===== config.mk =====
export PLATFORM = sky130hd
export DESIGN_NAME = alu_cmd_sequencer_flat
export DESIGN_NICKNAME = d
export VERILOG_FILES = /design/src/rtl/alu_cmd_sequencer_if.sv /design/src/rtl/alu_cmd_sequencer.sv /design/src/flat_wrapper.sv
export SDC_FILE = /design/constraint.sdc
export NUM_CORES = 1
export LEC_CHECK = 0
export BUFFER_PORTS_ARGS = -buffer_cell sky130_fd_sc_hd__buf_2
export CAP_MARGIN = 20
export CORE_MARGIN = 4
export CORE_UTILIZATION = 50
export DETAILED_ROUTE_END_ITERATION = 10
export PLACE_DENSITY = 0.72
export SETUP_SLACK_MARGIN = 0.02
export SYNTH_ARGS = -nofsm -noshare
export SYNTH_HDL_FRONTEND = slang
export SYNTH_SLANG_ARGS = --single-unit

===== constraint.sdc =====
create_clock -name clk -period 46.5 [get_ports clk]
set_input_delay 2.325 -clock clk [delete_from_list [all_inputs] [get_ports clk]]
set_output_delay 2.325 -clock clk [all_outputs]
set_load 0.1 [all_outputs]

===== src/rtl/alu_cmd_sequencer_if.sv =====
// Command/response handshake bundle between a requester and alu_cmd_sequencer.
// The master side issues commands and consumes responses; the slave side is the sequencer.
interface alu_cmd_sequencer_if #(
    parameter int WIDTH = 32
);
    logic             cmd_valid;
    logic             cmd_ready;
    logic [2:0]       cmd_op;
    logic [WIDTH-1:0] cmd_a;
    logic [WIDTH-1:0] cmd_b;
    logic             rsp_valid;
    logic             rsp_ready;
    logic [WIDTH-1:0] rsp_result;
    logic [WIDTH-1:0] rsp_hi;
    logic             rsp_carry;
    logic             rsp_ovf;
    logic             rsp_zero;

    modport master (
        output cmd_valid, cmd_op, cmd_a, cmd_b, rsp_ready,
        input  cmd_ready, rsp_valid, rsp_result, rsp_hi, rsp_carry, rsp_ovf, rsp_zero
    );

    modport slave (
        input  cmd_valid, cmd_op, cmd_a, cmd_b, rsp_ready,
        output cmd_ready, rsp_valid, rsp_result, rsp_hi, rsp_carry, rsp_ovf, rsp_zero
    );
endinterface


===== src/rtl/alu_cmd_sequencer.sv =====
// Command sequencer around a ripple-carry N-bit ALU: single-pass logic/arith ops
// plus an unsigned shift-add multiply that reuses the ALU adder once per bit.
module myNBitALU #(
    parameter int WIDTH = 32
) (
    input  logic [WIDTH-1:0] in1,
    input  logic [WIDTH-1:0] in2,
    input  logic             carryIn,
    input  logic             invert1,
    input  logic             invert2,
    input  logic [1:0]       op,
    output logic [WIDTH-1:0] result,
    output logic             carryOut
);
    logic [WIDTH:0] carry;

    assign carry[0] = carryIn;

    generate
        for (genvar gi = 0; gi < WIDTH; gi++) begin : g_slice
            logic a_bit;
            logic b_bit;
            logic sum_bit;

            assign a_bit         = in1[gi] ^ invert1;
            assign b_bit         = in2[gi] ^ invert2;
            assign sum_bit       = a_bit ^ b_bit ^ carry[gi];
            assign carry[gi+1]   = (a_bit & b_bit) | (carry[gi] & (a_bit ^ b_bit));
            assign result[gi]    = (op == 2'b00) ? (a_bit & b_bit) :
                                   (op == 2'b01) ? (a_bit | b_bit) :
                                   (op == 2'b10) ? sum_bit : 1'b0;
        end
    endgenerate

    assign carryOut = carry[WIDTH];
endmodule

module alu_cmd_sequencer #(
    parameter int WIDTH = 32
) (
    input  logic                clk,
    input  logic                rst_n,
    alu_cmd_sequencer_if.slave  bus,
    output logic                busy
);
    localparam int            CW        = $clog2(WIDTH);
    localparam logic [CW-1:0] LAST_ITER = CW'(WIDTH - 1);

    localparam logic [2:0] OP_AND  = 3'd0;
    localparam logic [2:0] OP_OR   = 3'd1;
    localparam logic [2:0] OP_ADD  = 3'd2;
    localparam logic [2:0] OP_SUB  = 3'd3;
    localparam logic [2:0] OP_NOR  = 3'd4;
    localparam logic [2:0] OP_NAND = 3'd5;
    localparam logic [2:0] OP_SLT  = 3'd6;
    localparam logic [2:0] OP_MUL  = 3'd7;

    typedef enum logic [1:0] {S_IDLE, S_EXEC, S_MUL, S_DONE} state_t;

    state_t           state_reg, state_next;
    logic [2:0]       op_reg;
    logic [WIDTH-1:0] a_reg;
    logic [WIDTH-1:0] b_reg;
    logic [WIDTH-1:0] hi_acc_reg;
    logic [CW-1:0]    cnt_reg;
    logic             rsp_valid_reg;
    logic [WIDTH-1:0] rsp_result_reg;
    logic [WIDTH-1:0] rsp_hi_reg;
    logic             rsp_carry_reg;
    logic             rsp_ovf_reg;
    logic             rsp_zero_reg;

    logic [WIDTH-1:0] alu_in1, alu_in2, alu_result;
    logic             alu_cin, alu_inv1, alu_inv2, alu_cout;
    logic [1:0]       alu_op;

    myNBitALU #(.WIDTH(WIDTH)) u_alu (
        .in1      (alu_in1),
        .in2      (alu_in2),
        .carryIn  (alu_cin),
        .invert1  (alu_inv1),
        .invert2  (alu_inv2),
        .op       (alu_op),
        .result   (alu_result),
        .carryOut (alu_cout)
    );

    always_ff @(posedge clk or negedge rst_n) begin
        if (!rst_n) begin
            state_reg <= S_IDLE;
        end else begin
            state_reg <= state_next;
        end
    end

    // Next-state decode; the ALU is only driven in EXEC and MUL, idle at zero otherwise.
    always_comb begin
        state_next = state_reg;
        alu_in1    = '0;
        alu_in2    = '0;
        alu_cin    = 1'b0;
        alu_inv1   = 1'b0;
        alu_inv2   = 1'b0;
        alu_op     = 2'b00;
        case (state_reg)
            S_IDLE: begin
                if (bus.cmd_valid) begin
                    state_next = (bus.cmd_op == OP_MUL) ? S_MUL : S_EXEC;
                end
            end
            S_EXEC: begin
                alu_in1 = a_reg;
                alu_in2 = b_reg;
                case (op_reg)
                    OP_OR:  alu_op = 2'b01;
                    OP_ADD: alu_op = 2'b10;
                    OP_SUB, OP_SLT: begin
                        alu_inv2 = 1'b1;
                        alu_cin  = 1'b1;
                        alu_op   = 2'b10;
                    end
                    OP_NOR: begin
                        alu_inv1 = 1'b1;
                        alu_inv2 = 1'b1;
                    end
                    OP_NAND: begin
                        alu_inv1 = 1'b1;
                        alu_inv2 = 1'b1;
                        alu_op   = 2'b01;
                    end
                    default: alu_op = 2'b00;
                endcase
                state_next = S_DONE;
            end
            S_MUL: begin
                alu_in1 = hi_acc_reg;
                alu_in2 = b_reg[0] ? a_reg : '0;
                alu_op  = 2'b10;
                if (cnt_reg == LAST_ITER) begin
                    state_next = S_DONE;
                end
            end
            S_DONE: begin
                if (rsp_valid_reg && bus.rsp_ready) begin
                    state_next = S_IDLE;
                end
            end
            default: state_next = S_IDLE;
        endcase
    end

    // Flags are derived from the effective (post-inversion) operand sign bits.
    logic             is_arith;
    logic             a_msb, b_msb, sum_msb, ovf;
    logic [WIDTH-1:0] exec_result;
    logic [WIDTH-1:0] mul_hi_next, mul_lo_next;

    assign is_arith    = (op_reg == OP_ADD) || (op_reg == OP_SUB) || (op_reg == OP_SLT);
    assign a_msb       = alu_in1[WIDTH-1] ^ alu_inv1;
    assign b_msb       = alu_in2[WIDTH-1] ^ alu_inv2;
    assign sum_msb     = alu_result[WIDTH-1];
    assign ovf         = (a_msb == b_msb) && (sum_msb != a_msb);
    assign exec_result = (op_reg == OP_SLT) ? {{(WIDTH-1){1'b0}}, sum_msb ^ ovf} : alu_result;
    assign mul_hi_next = {alu_cout, alu_result[WIDTH-1:1]};
    assign mul_lo_next = {alu_result[0], b_reg[WIDTH-1:1]};

    always_ff @(posedge clk or negedge rst_n) begin
        if (!rst_n) begin
            op_reg         <= '0;
            a_reg          <= '0;
            b_reg          <= '0;
            hi_acc_reg     <= '0;
            cnt_reg        <= '0;
            rsp_valid_reg  <= 1'b0;
            rsp_result_reg <= '0;
            rsp_hi_reg     <= '0;
            rsp_carry_reg  <= 1'b0;
            rsp_ovf_reg    <= 1'b0;
            rsp_zero_reg   <= 1'b0;
        end else begin
            case (state_reg)
                S_IDLE: begin
                    if (bus.cmd_valid) begin
                        op_reg     <= bus.cmd_op;
                        a_reg      <= bus.cmd_a;
                        b_reg      <= bus.cmd_b;
                        hi_acc_reg <= '0;
                        cnt_reg    <= '0;
                    end
                end
                S_EXEC: begin
                    rsp_result_reg <= exec_result;
                    rsp_hi_reg     <= '0;
                    rsp_carry_reg  <= is_arith & alu_cout;
                    rsp_ovf_reg    <= is_arith & ovf;
                    rsp_zero_reg   <= (exec_result == '0);
                end
                S_MUL: begin
                    // b_reg doubles as the low product half, shifting in sum bits.
                    hi_acc_reg <= mul_hi_next;
                    b_reg      <= mul_lo_next;
                    cnt_reg    <= cnt_reg + 1'b1;
                    if (cnt_reg == LAST_ITER) begin
                        rsp_result_reg <= mul_lo_next;
                        rsp_hi_reg     <= mul_hi_next;
                        rsp_carry_reg  <= 1'b0;
                        rsp_ovf_reg    <= 1'b0;
                        rsp_zero_reg   <= (mul_hi_next == '0) && (mul_lo_next == '0);
                    end
                end
                S_DONE: begin
                    if (!rsp_valid_reg) begin
                        rsp_valid_reg <= 1'b1;
                    end else if (bus.rsp_ready) begin
                        rsp_valid_reg <= 1'b0;
                    end
                end
                default: rsp_valid_reg <= 1'b0;
            endcase
        end
    end

    assign bus.cmd_ready  = (state_reg == S_IDLE);
    assign busy           = (state_reg != S_IDLE);
    assign bus.rsp_valid  = rsp_valid_reg;
    assign bus.rsp_result = rsp_result_reg;
    assign bus.rsp_hi     = rsp_hi_reg;
    assign bus.rsp_carry  = rsp_carry_reg;
    assign bus.rsp_ovf    = rsp_ovf_reg;
    assign bus.rsp_zero   = rsp_zero_reg;
endmodule


===== src/flat_wrapper.sv =====
// flat-port wrapper written by rule: the top's interface ports become plain ports
module alu_cmd_sequencer_flat 
#(
    parameter int WIDTH = 32
)
  (clk, rst_n, busy, bus_cmd_valid, bus_cmd_op, bus_cmd_a, bus_cmd_b, bus_rsp_ready, bus_cmd_ready, bus_rsp_valid, bus_rsp_result, bus_rsp_hi, bus_rsp_carry, bus_rsp_ovf, bus_rsp_zero);
  alu_cmd_sequencer_if #(.WIDTH(WIDTH)) bus_i ();
  input  logic clk;
  input  logic rst_n;
  output logic busy;
  input wire logic [$bits(bus_i.cmd_valid)-1:0] bus_cmd_valid;
  input wire logic [$bits(bus_i.cmd_op)-1:0] bus_cmd_op;
  input wire logic [$bits(bus_i.cmd_a)-1:0] bus_cmd_a;
  input wire logic [$bits(bus_i.cmd_b)-1:0] bus_cmd_b;
  input wire logic [$bits(bus_i.rsp_ready)-1:0] bus_rsp_ready;
  output wire logic [$bits(bus_i.cmd_ready)-1:0] bus_cmd_ready;
  output wire logic [$bits(bus_i.rsp_valid)-1:0] bus_rsp_valid;
  output wire logic [$bits(bus_i.rsp_result)-1:0] bus_rsp_result;
  output wire logic [$bits(bus_i.rsp_hi)-1:0] bus_rsp_hi;
  output wire logic [$bits(bus_i.rsp_carry)-1:0] bus_rsp_carry;
  output wire logic [$bits(bus_i.rsp_ovf)-1:0] bus_rsp_ovf;
  output wire logic [$bits(bus_i.rsp_zero)-1:0] bus_rsp_zero;
  assign bus_i.cmd_valid = bus_cmd_valid;
  assign bus_i.cmd_op = bus_cmd_op;
  assign bus_i.cmd_a = bus_cmd_a;
  assign bus_i.cmd_b = bus_cmd_b;
  assign bus_i.rsp_ready = bus_rsp_ready;
  assign bus_cmd_ready = bus_i.cmd_ready;
  assign bus_rsp_valid = bus_i.rsp_valid;
  assign bus_rsp_result = bus_i.rsp_result;
  assign bus_rsp_hi = bus_i.rsp_hi;
  assign bus_rsp_carry = bus_i.rsp_carry;
  assign bus_rsp_ovf = bus_i.rsp_ovf;
  assign bus_rsp_zero = bus_i.rsp_zero;
  alu_cmd_sequencer #(.WIDTH(WIDTH)) u_core (.clk(clk), .rst_n(rst_n), .bus(bus_i), .busy(busy));
endmodule

==> impl_results.md, run 1 <==
* Die height at 155 um
* First-pass GRT wire length at 48,100 um
* Nets at 1,345
* RR Startpoint: u_core.state_reg[0]
* Setup tns final at 0 ns
* TritonCTS buffer count at 17
* Syn Area/Cell at 10.1 um^2
* First-iteration detailed-routing DRC count at 518
* RSZ-0062 raised after global routing: no
* Max_cap viols at 0
* # DRC at 0
* CTS root buf: clkbuf_16
* Crit Path Class: flop to flop
* Critical-path top delay cell: a2111oi_0
* Critical R2R Capture: u_core.bus.rsp_result[0]
* Vias in the first global route at 8,727
* Fill count at 1,884
* Max incr delay on CP at 0.70 ns
* Warnings from Yosys at 0
* Crit path arrival time at 16.15 ns
* Hold Fails Final Rpt at 0
* Post-synthesis net count at 1,252
* CTS tree: built
* R2R Setup Slk at 30.65 ns
* Global placement routability congestion at 0.904
* CP endpoint kind: flop
* WHS Path Cells at 2
* Final antenna-violating net count at 0
* Max Freq at 0.0631 GHz
* Worst R2R Path Depth at 44
* Resize count post-CTS at 0
* Die width at 155 um
* Clock latency at the later pin of the worst-skew pair at 0.43 ns
* DP Worst Slack at 30.85 ns
* TritonCTS sink count at 174
* Worst path most repeated cell: fa_1
* Setup crit start kind: flop
* Yosys reg bits at 174
* Min Hold Slack at 0.476 ns
* Slew @ Worst Pin at 1.10 ns
* Period minus WS final at 15.85 ns
* Relative slew slack at 0.264
* Crit path max fanout at 35
* # IOs at 141
* Buffers on Ports at 140
* Share of cells above drive strength 1 at 0.203
* FP Rows at 53
* Hold crit path type: flop to flop
* CTS clk-pin slew, worst paths at 0.07 ns
* Post-Syn Area at 10,900 um^2
* Via count at 8,535
* Die area at 24,200 um^2
* Setup bufs post-CTS at 0
* Initial antenna violation count at 0
* Gr ovfl total at 0
* Main synth FF type: dfrtp_1
* EDFF count, synth at 0
* Largest net degree at the start of global routing at 106
* Hold_sp: u_core.bus.rsp_hi[8]
* Post-synth ARST share at 1.00
* H-tree Lvls at 4
* Core Region at 21,200 um^2
* Cells after synthesis at 1,079
* Status: complete, no violations
* Data required time of the worst path at 46.81 ns
* # diodes at 0
* Vias per cell at 5.85
* Initial Utilization at 0.512
* GRT Overall Usage at 0.253
* Slew Limit Fails at 0
* Setup WS post-layout at 30.65 ns
* Final Util at 0.576
* Hold-fix buffers, CTS at 0
* Seq/Total Area, Yosys at 0.400
* Fin crit share at 0.341
* Setup Skew at 0.0148 ns
* Yosys cell types at 63
* HPWL after detailed placement at 21,100 um
* Drt wl/cell at 20.5 um
* Number of detailed-route iterations in the first pass at 5
* Clk buf depth at 2
* Worst hold path endpoint: u_core.bus.rsp_hi[8]
* Area delta synth->final at 12.4%
* Drt total wl at 30,000 um
* Final setup viols at 0
-- layout make-up --
class | instances | area (um^2) | share of cell area
clock inverters | 14 | 134 | 0.0109
clock buffers | 18 | 439 | 0.0359
flip-flops and latches | 174 | 4350 | 0.356
inverters | 79 | 297 | 0.0242
multi-input cells | 749 | 5860 | 0.480
well taps | 275 | 344 | 0.0281
repair buffers | 151 | 797 | 0.0652
-- metal layers --
layer | vias to the layer above | wire length (um) | GRT usage
li1 | 3962 | - | -
met1 | 4220 | 13100 | 0.344
met2 | 306 | 14300 | 0.410
met3 | 47 | 1870 | 0.0501
met4 | 0 | 724 | 0.0784
met5 | - | 0 | 0
-- cell families after synthesis --
family	Yosys count	share of synthesized area
adders and majority gates	102	0.139
and+or+nand+nor	223	0.0902
DFF	174	0.400
muxes	43	0.0437
buffers and inverters	156	0.0639
AOI/OAI and AO/OA	315	0.209
xor gates and xnor gates	66	0.0532
-- per-stage QoR --
stage          cells  instance area, um^2
3_5_place_dp    1428                11700
6_report        1460                12200
5_1_grt         1460                12200
3_3_place_gp    1427                11600
4_1_cts         1460                12200
2_1_floorplan   1079                10900
-- cells in the mapped netlist (7+ instances only) --
| cell type | count | area share |
|---|---|---|
| a211o_1 | 7 | 0.0056 |
| clkbuf_1 | 44 | 0.015 |
| nor2_1 | 87 | 0.030 |
| mux2_2 | 36 | 0.037 |
| xnor2_1 | 32 | 0.026 |
| buf_6 | 7 | 0.0072 |
| nand2_1 | 84 | 0.029 |
| xor2_1 | 34 | 0.027 |
| nor3_1 | 7 | 0.0032 |
| nor4_1 | 10 | 0.0058 |
| nand3_1 | 7 | 0.0032 |
| buf_1 | 13 | 0.0045 |
| a22oi_1 | 24 | 0.017 |
| a22o_1 | 111 | 0.089 |
| a21oi_1 | 18 | 0.0083 |
| o21ai_0 | 78 | 0.036 |
| fa_1 | 32 | 0.059 |
| inv_1 | 78 | 0.027 |
| mux2i_1 | 7 | 0.0064 |
| ha_1 | 70 | 0.081 |
| dfrtp_1 | 174 | 0.40 |
| o22ai_1 | 41 | 0.024 |
-- layout by cell type, fill, tap and decap left out, types with 7 or more instances in the layout --
cell type,n
nand2_1,83
a22oi_1,24
nor3_1,7
nor4_1,10
fa_1,32
xnor2_1,32
dfrtp_1,174
a211o_1,7
mux2_2,36
buf_2,139
buf_4,10
mux2i_1,7
clkbuf_16,17
inv_1,78
ha_1,69
xor2_1,34
nor2_1,85
a22o_1,111
o21ai_0,76
o22ai_1,41
a21oi_1,18
-- critical path: cells and delay by family, from the launching register on --
family / cells / cell delay, ns
simple gates: 2 / 0.88
fa+ha+maj: 33 / 12.71
flops: 1 / 0.38
compound gates: 4 / 1.15
buf+inv: 4 / 0.27
xor+xnor: 1 / 0.34
-- worst max path at each step --
stage	slack [ns]	start	depth (start not counted)	endpoint
6_report	30.65	u_core.state_reg[0]	44	u_core.bus.rsp_result[0]
5_1_grt	30.19	u_core.state_reg[0]	44	u_core.bus.rsp_result[0]
3_3_place_gp	31.10	u_core.state_reg[0]	44	u_core.bus.rsp_result[0]
2_1_floorplan	31.96	u_core.state_reg[0]	47	u_core.bus.rsp_result[0]
4_1_cts	30.75	u_core.state_reg[0]	44	u_core.bus.rsp_result[0]
3_5_place_dp	30.85	u_core.state_reg[0]	44	u_core.bus.rsp_result[0]
Power of run 1 is left out: the tool's default activity adds up to more than one toggle a clock period on the data nets, which glitch-free logic cannot reach.
==> run 2: changes to the inputs <==
- ABC_AREA: unset -> 1
- PLACE_DENSITY: 0.72 -> 0.74
- clock period: 46.5 -> 13.1 ns (I/O delays scaled with it)
==> impl_results.md, run 2 <==
* Status: complete, but fails checks
* Violated checks: setup timing
* Gr ovfl total at 0
* Die height at 160 um
* Relative slew slack at 0.311
* Die width at 160 um
* Crit path max fanout at 4
* Drt wl/cell at 18.4 um
* Global placement routability congestion at 0.933
* Period minus WS final at 13.27 ns
* Setup Skew at 0.0129 ns
* Post-Syn Area at 11,600 um^2
* Vias in the first global route at 10,600
* First-pass GRT wire length at 57,200 um
* First-iteration detailed-routing DRC count at 1,172
* Max Freq at 0.0754 GHz
* Placed insts at 1,891
* Fin crit share at 1.01
* CTS root buf: clkbuf_16
* Hold Fails Final Rpt at 0
* CTS clk-pin slew, worst paths at 0.07 ns
* H-tree Lvls at 4
* Main synth FF type: dfrtp_1
* Max incr delay on CP at 0.46 ns
* CTS tree: built
* Syn Area/Cell at 7.83 um^2
* Post-synthesis net count at 1,658
* GRT Overall Usage at 0.276
* Largest cells by area after synthesis: dfrtp_1, nand2_1, ha_1, inv_1, fa_1
* Warnings from Yosys at 0
* Largest area contributor in the netlist: dfrtp_1
* Yosys cell types at 41
* # diodes at 0
* # IOs at 141
* TritonCTS buffer count at 17
* Vias per cell at 5.47
* Post-synth ARST share at 1.00
* Slew @ Worst Pin at 1.03 ns
* Clk buf depth at 2
* Share of cells above drive strength 1 at 0.191
* Final antenna-violating net count at 0
* Largest family of logic cells by synthesized area: simple AND/OR/NAND/NOR gates
* Crit Path Class: flop to flop
* Most common cell after layout, fill and taps aside: nand2_1
* Data required time of the worst path at 13.48 ns
* Number of detailed-route iterations in the first pass at 5
* Critical-path top delay cell: fa_1
* WP buf/inv at 7
* Setup crit start kind: flop
* Clock latency at the later pin of the worst-skew pair at 0.45 ns
* Drt total wl at 35,500 um
* XOR/XNOR Fraction of Synth Area at 0.0482
* EDFF count, synth at 0
* Via count at 10,600
* Slew Limit Fails at 0
* Setup WS post-layout at -0.166 ns
* Synth Area in Adders at 0.130
* Worst path most repeated cell: fa_2
* Hold crit path type: input pin to asynchronous set/reset pin
* Compound-Gate Fraction of Synth Area at 0.128
* HPWL after detailed placement at 24,800 um
* Final setup viols at 2
* Final Util at 0.594
* Buffers on Ports at 140
* RSZ-0062 raised after global routing: yes
* Crit path arrival time at 13.64 ns
* CP endpoint kind: flop
* Max_cap viols at 0
* Initial Utilization at 0.510
* Top cell type's share of synthesized area at 0.375
* Final Non-Filler Cells at 1,932
* Crit-path leading delay family: adder cells
* Mux cell area share after synthesis at 0
* Cells after synthesis at 1,485
* Hold-fix buffers, CTS at 0
* Most frequent cells in the layout: nand2_1, inv_1, dfrtp_1
* Nets at 1,779
* Largest net degree at the start of global routing at 106
* Die area at 25,800 um^2
* TritonCTS sink count at 174
* Core Region at 22,800 um^2
* Synth Area in Simple Gates at 0.213
* Initial antenna violation count at 0
* FP Rows at 55
* Area delta synth->final at 16.4%
* # DRC at 0
* Seq/Total Area, Yosys at 0.375
* Yosys reg bits at 174
* Post-synth top cells: nand2_1, inv_1, dfrtp_1, nor2_1, a21oi_1
* Top-count cell post-synth: nand2_1
-- run 2: cell types whose count changed in the layout (fill, tap and decap cells not counted), moves of 23 or more --
cell	before	now
nand2_1	83	301
inv_1	78	205
a22o_1	111	0
a21oi_1	18	98
nand3_1	6	73
nor2_1	85	127
buf_4	10	49
mux2_2	36	0
fa_1	32	1
fa_2	0	31
nand4_1	3	33
o221ai_1	1	30
a22oi_1	24	1
-- run 2: logic make-up (layout without fill, tap and decap cells) --
family	count (synthesis)	count (layout)
simple gates	582	582
compound gates	259	259
fa+ha+maj	102	102
buf+inv	304	438
xor+xnor	64	64
flops	174	174
-- run 2: repair_timing --
item / CTS / global route
pin swaps: 6 / 4
endpoints found under the setup margin: 6 / 8
hold endpoints to repair: 0 / 0
gates resized for setup: 20 / 10
buffers inserted: 5 / 6
-- run 2: stage by stage --
step	worst slack, ns	hold WS, ns	setup TNS (ns)	instance area [um^2]
after floorplan	-0.0237	0.359	-0.0375	11700
after global placement	-0.108	0.459	-0.187	12800
after detailed placement	-0.302	0.465	-0.876	12800
after CTS	-0.130	0.374	-0.257	13500
after global routing	-0.548	0.402	-1.85	13500
final	-0.166	0.304	-0.311	13500
-- run 2: final timing paths --
check                      slack (ns)  depth (start not counted)             startpoint                   endpoint
setup reg to reg                -0.17                         53    u_core.state_reg[0]        u_core.bus.rsp_zero
setup / recovery                -0.17                         53    u_core.state_reg[0]        u_core.bus.rsp_zero
min in group clk                 0.42                          3          bus_cmd_b[14]           u_core.b_reg[14]
max in group asynchronous       11.32                          2                  rst_n  u_core.bus.rsp_result[24]
hold reg to reg                  0.47                          2  u_core.bus.rsp_hi[26]      u_core.bus.rsp_hi[26]
hold / removal                   0.30                          1                  rst_n            u_core.a_reg[7]
-- run 2: cell type report --
class / count / area, um^2
inverter: 215 / 812
sequential: 174 / 4350
tap: 313 / 392
multi-input combinational: 1007 / 6280
timing repair buffer: 191 / 1110
clock inverter: 14 / 134
clock buffer: 18 / 439
fill: 2086 / 9250
-- run 2: metal layers --
layer	share of wire	vias to the layer above	GRT usage
met5	0	-	0
met4	0.027	0	0.0903
met3	0.099	65	0.0647
met2	0.44	535	0.414
met1	0.43	4999	0.398
li1	-	4972	-
Power of run 2 is left out for the same reason.
==> run 3: changes to the inputs <==
- ABC_AREA: 1 -> unset
- MAX_ROUTING_LAYER: unset -> met4
==> impl_results.md, run 3 (synthesis gave the netlist of run 1 again) <==
* First-pass GRT wire length at 50,000 um
* Initial antenna violation count at 0
* Fin crit share at 1.02
* Final antenna-violating net count at 0
* WL met3 at 2180 um
* # diodes at 0
* DP Worst Slack at -0.256 ns
* Period minus WS final at 13.30 ns
* Vias per cell at 5.91
* Die area at 24,200 um^2
* Global placement routability congestion at 0.931
* Clock latency at the later pin of the worst-skew pair at 0.43 ns
* Final setup viols at 4
* Crit path max fanout at 4
* Min Hold Slack at 0.315 ns
* Most common cell after layout, fill and taps aside: dfrtp_1
* Clk buf depth at 2
* Critical-path top delay cell: fa_2
* Crit Path Class: flop to flop
* Drt total wl at 31,300 um
* Violated checks: setup timing
* Max Freq at 0.0752 GHz
* Core Region at 21,200 um^2
* Setup Skew at 0.0118 ns
* # DRC at 0
* Setup crit start kind: flop
* Max_cap viols at 0
* TritonCTS sink count at 174
* Setup WS post-layout at -0.202 ns
* Relative slew slack at 0.284
* CTS tree: built
* CTS clk-pin slew, worst paths at 0.07 ns
* RSZ-0062 raised after global routing: yes
* GRT Overall Usage at 0.269
* Buffers on Ports at 140
* FP Rows at 53
* Drt wl/cell at 20.9 um
* Slew @ Worst Pin at 1.07 ns
* CTS root buf: clkbuf_16
* Status: complete, but fails checks
* Worst path most repeated cell: fa_2
* Final Util at 0.605
* Share of cells above drive strength 1 at 0.270
* Max incr delay on CP at 0.45 ns
* Gr ovfl total at 0
* Met1 wire length at 13,900 um
* Initial Utilization at 0.512
* TritonCTS buffer count at 17
* Area delta synth->final at 18.0%
* CP endpoint kind: flop
* Hold-fix buffers, CTS at 0
* Crit path arrival time at 13.65 ns
* Hold Fails Final Rpt at 0
* Vias in the first global route at 9,198
* H-tree Lvls at 4
* Via count at 8,858
* WP buf/inv at 6
* Slew Limit Fails at 0
* Die width at 155 um
* Largest net degree at the start of global routing at 101
* First-iteration detailed-routing DRC count at 623
* Most frequent cells in the layout: dfrtp_1, buf_2, a22o_1
* Number of detailed-route iterations in the first pass at 5
* Max layer used: met4
* Die height at 155 um
* # IOs at 141
* Data required time of the worst path at 13.45 ns
* Nets at 1,383
* Crit-path leading delay family: adder cells
* Hold crit path type: input pin to asynchronous set/reset pin
* Met2 routed WL at 14,500 um
* HPWL after detailed placement at 21,700 um
## run 3: cell count changes in the layout (fill, tap and decap cells not counted), moves of 42 or more
cell	before	now
nand2_1	301	80
nand3_1	73	7
inv_1	205	72
nor2_1	127	85
a22o_1	0	111
a21oi_1	98	17
## run 3: per-layer routing
| layer | global-route usage | up-vias |
|---|---|---|
| li1 | - | 4037 |
| met1 | 0.369 | 4408 |
| met2 | 0.412 | 366 |
| met3 | 0.0509 | 47 |
| met4 | 0.0754 | 0 |
| met5 | - | - |
## run 3: final timing paths
check | from | to | slack (ns) | depth (start not counted)
worst max-delay path | u_core.state_reg[1] | u_core.bus.rsp_result[0] | -0.20 | 46
max in group asynchronous | rst_n | u_core.b_reg[10] | 11.21 | 2
worst min register to register | u_core.bus.rsp_hi[4] | u_core.bus.rsp_hi[4] | 0.47 | 2
min in group clk | bus_cmd_a[29] | u_core.a_reg[29] | 0.45 | 2
worst min-delay path | rst_n | u_core.a_reg[26] | 0.31 | 1
worst max register to register | u_core.state_reg[1] | u_core.bus.rsp_result[0] | -0.20 | 46
## run 3: metrics by stage
stage	setup TNS, ns	cell area, um^2	cells
after floorplan	0	11000	1079
after global placement	-0.197	12000	1457
after detailed placement	-0.854	12000	1457
after CTS	-0.170	12700	1497
after global routing	-2.32	12800	1498
final	-0.457	12800	1498
## run 3: worst reg2reg max path, delay by kind of cell (launching register included)
family / cells / cell delay (ns)
compound gates: 3 / 0.50
flops: 1 / 0.36
simple gates: 3 / 0.68
fa+ha+maj: 33 / 10.98
xor+xnor: 1 / 0.25
buf+inv: 6 / 0.45
## run 3: cell type report
type	instances	area (um^2)
Sequential cell	174	4350
Multi-Input combinational cell	749	6080
Clock buffer	17	425
Inverter	79	297
Timing Repair Buffer	189	1130
Tap cell	275	344
Fill cell	1783	8390
Clock inverter	15	208
## run 3: repair_timing
| item | CTS | global route |
|---|---|---|
| setup buffers | 8 | 0 |
| resized for setup | 22 | 15 |
| pin swaps | 6 | 5 |
| endpoints found under the setup margin | 7 | 8 |
Power of run 3 is left out for the same reason.
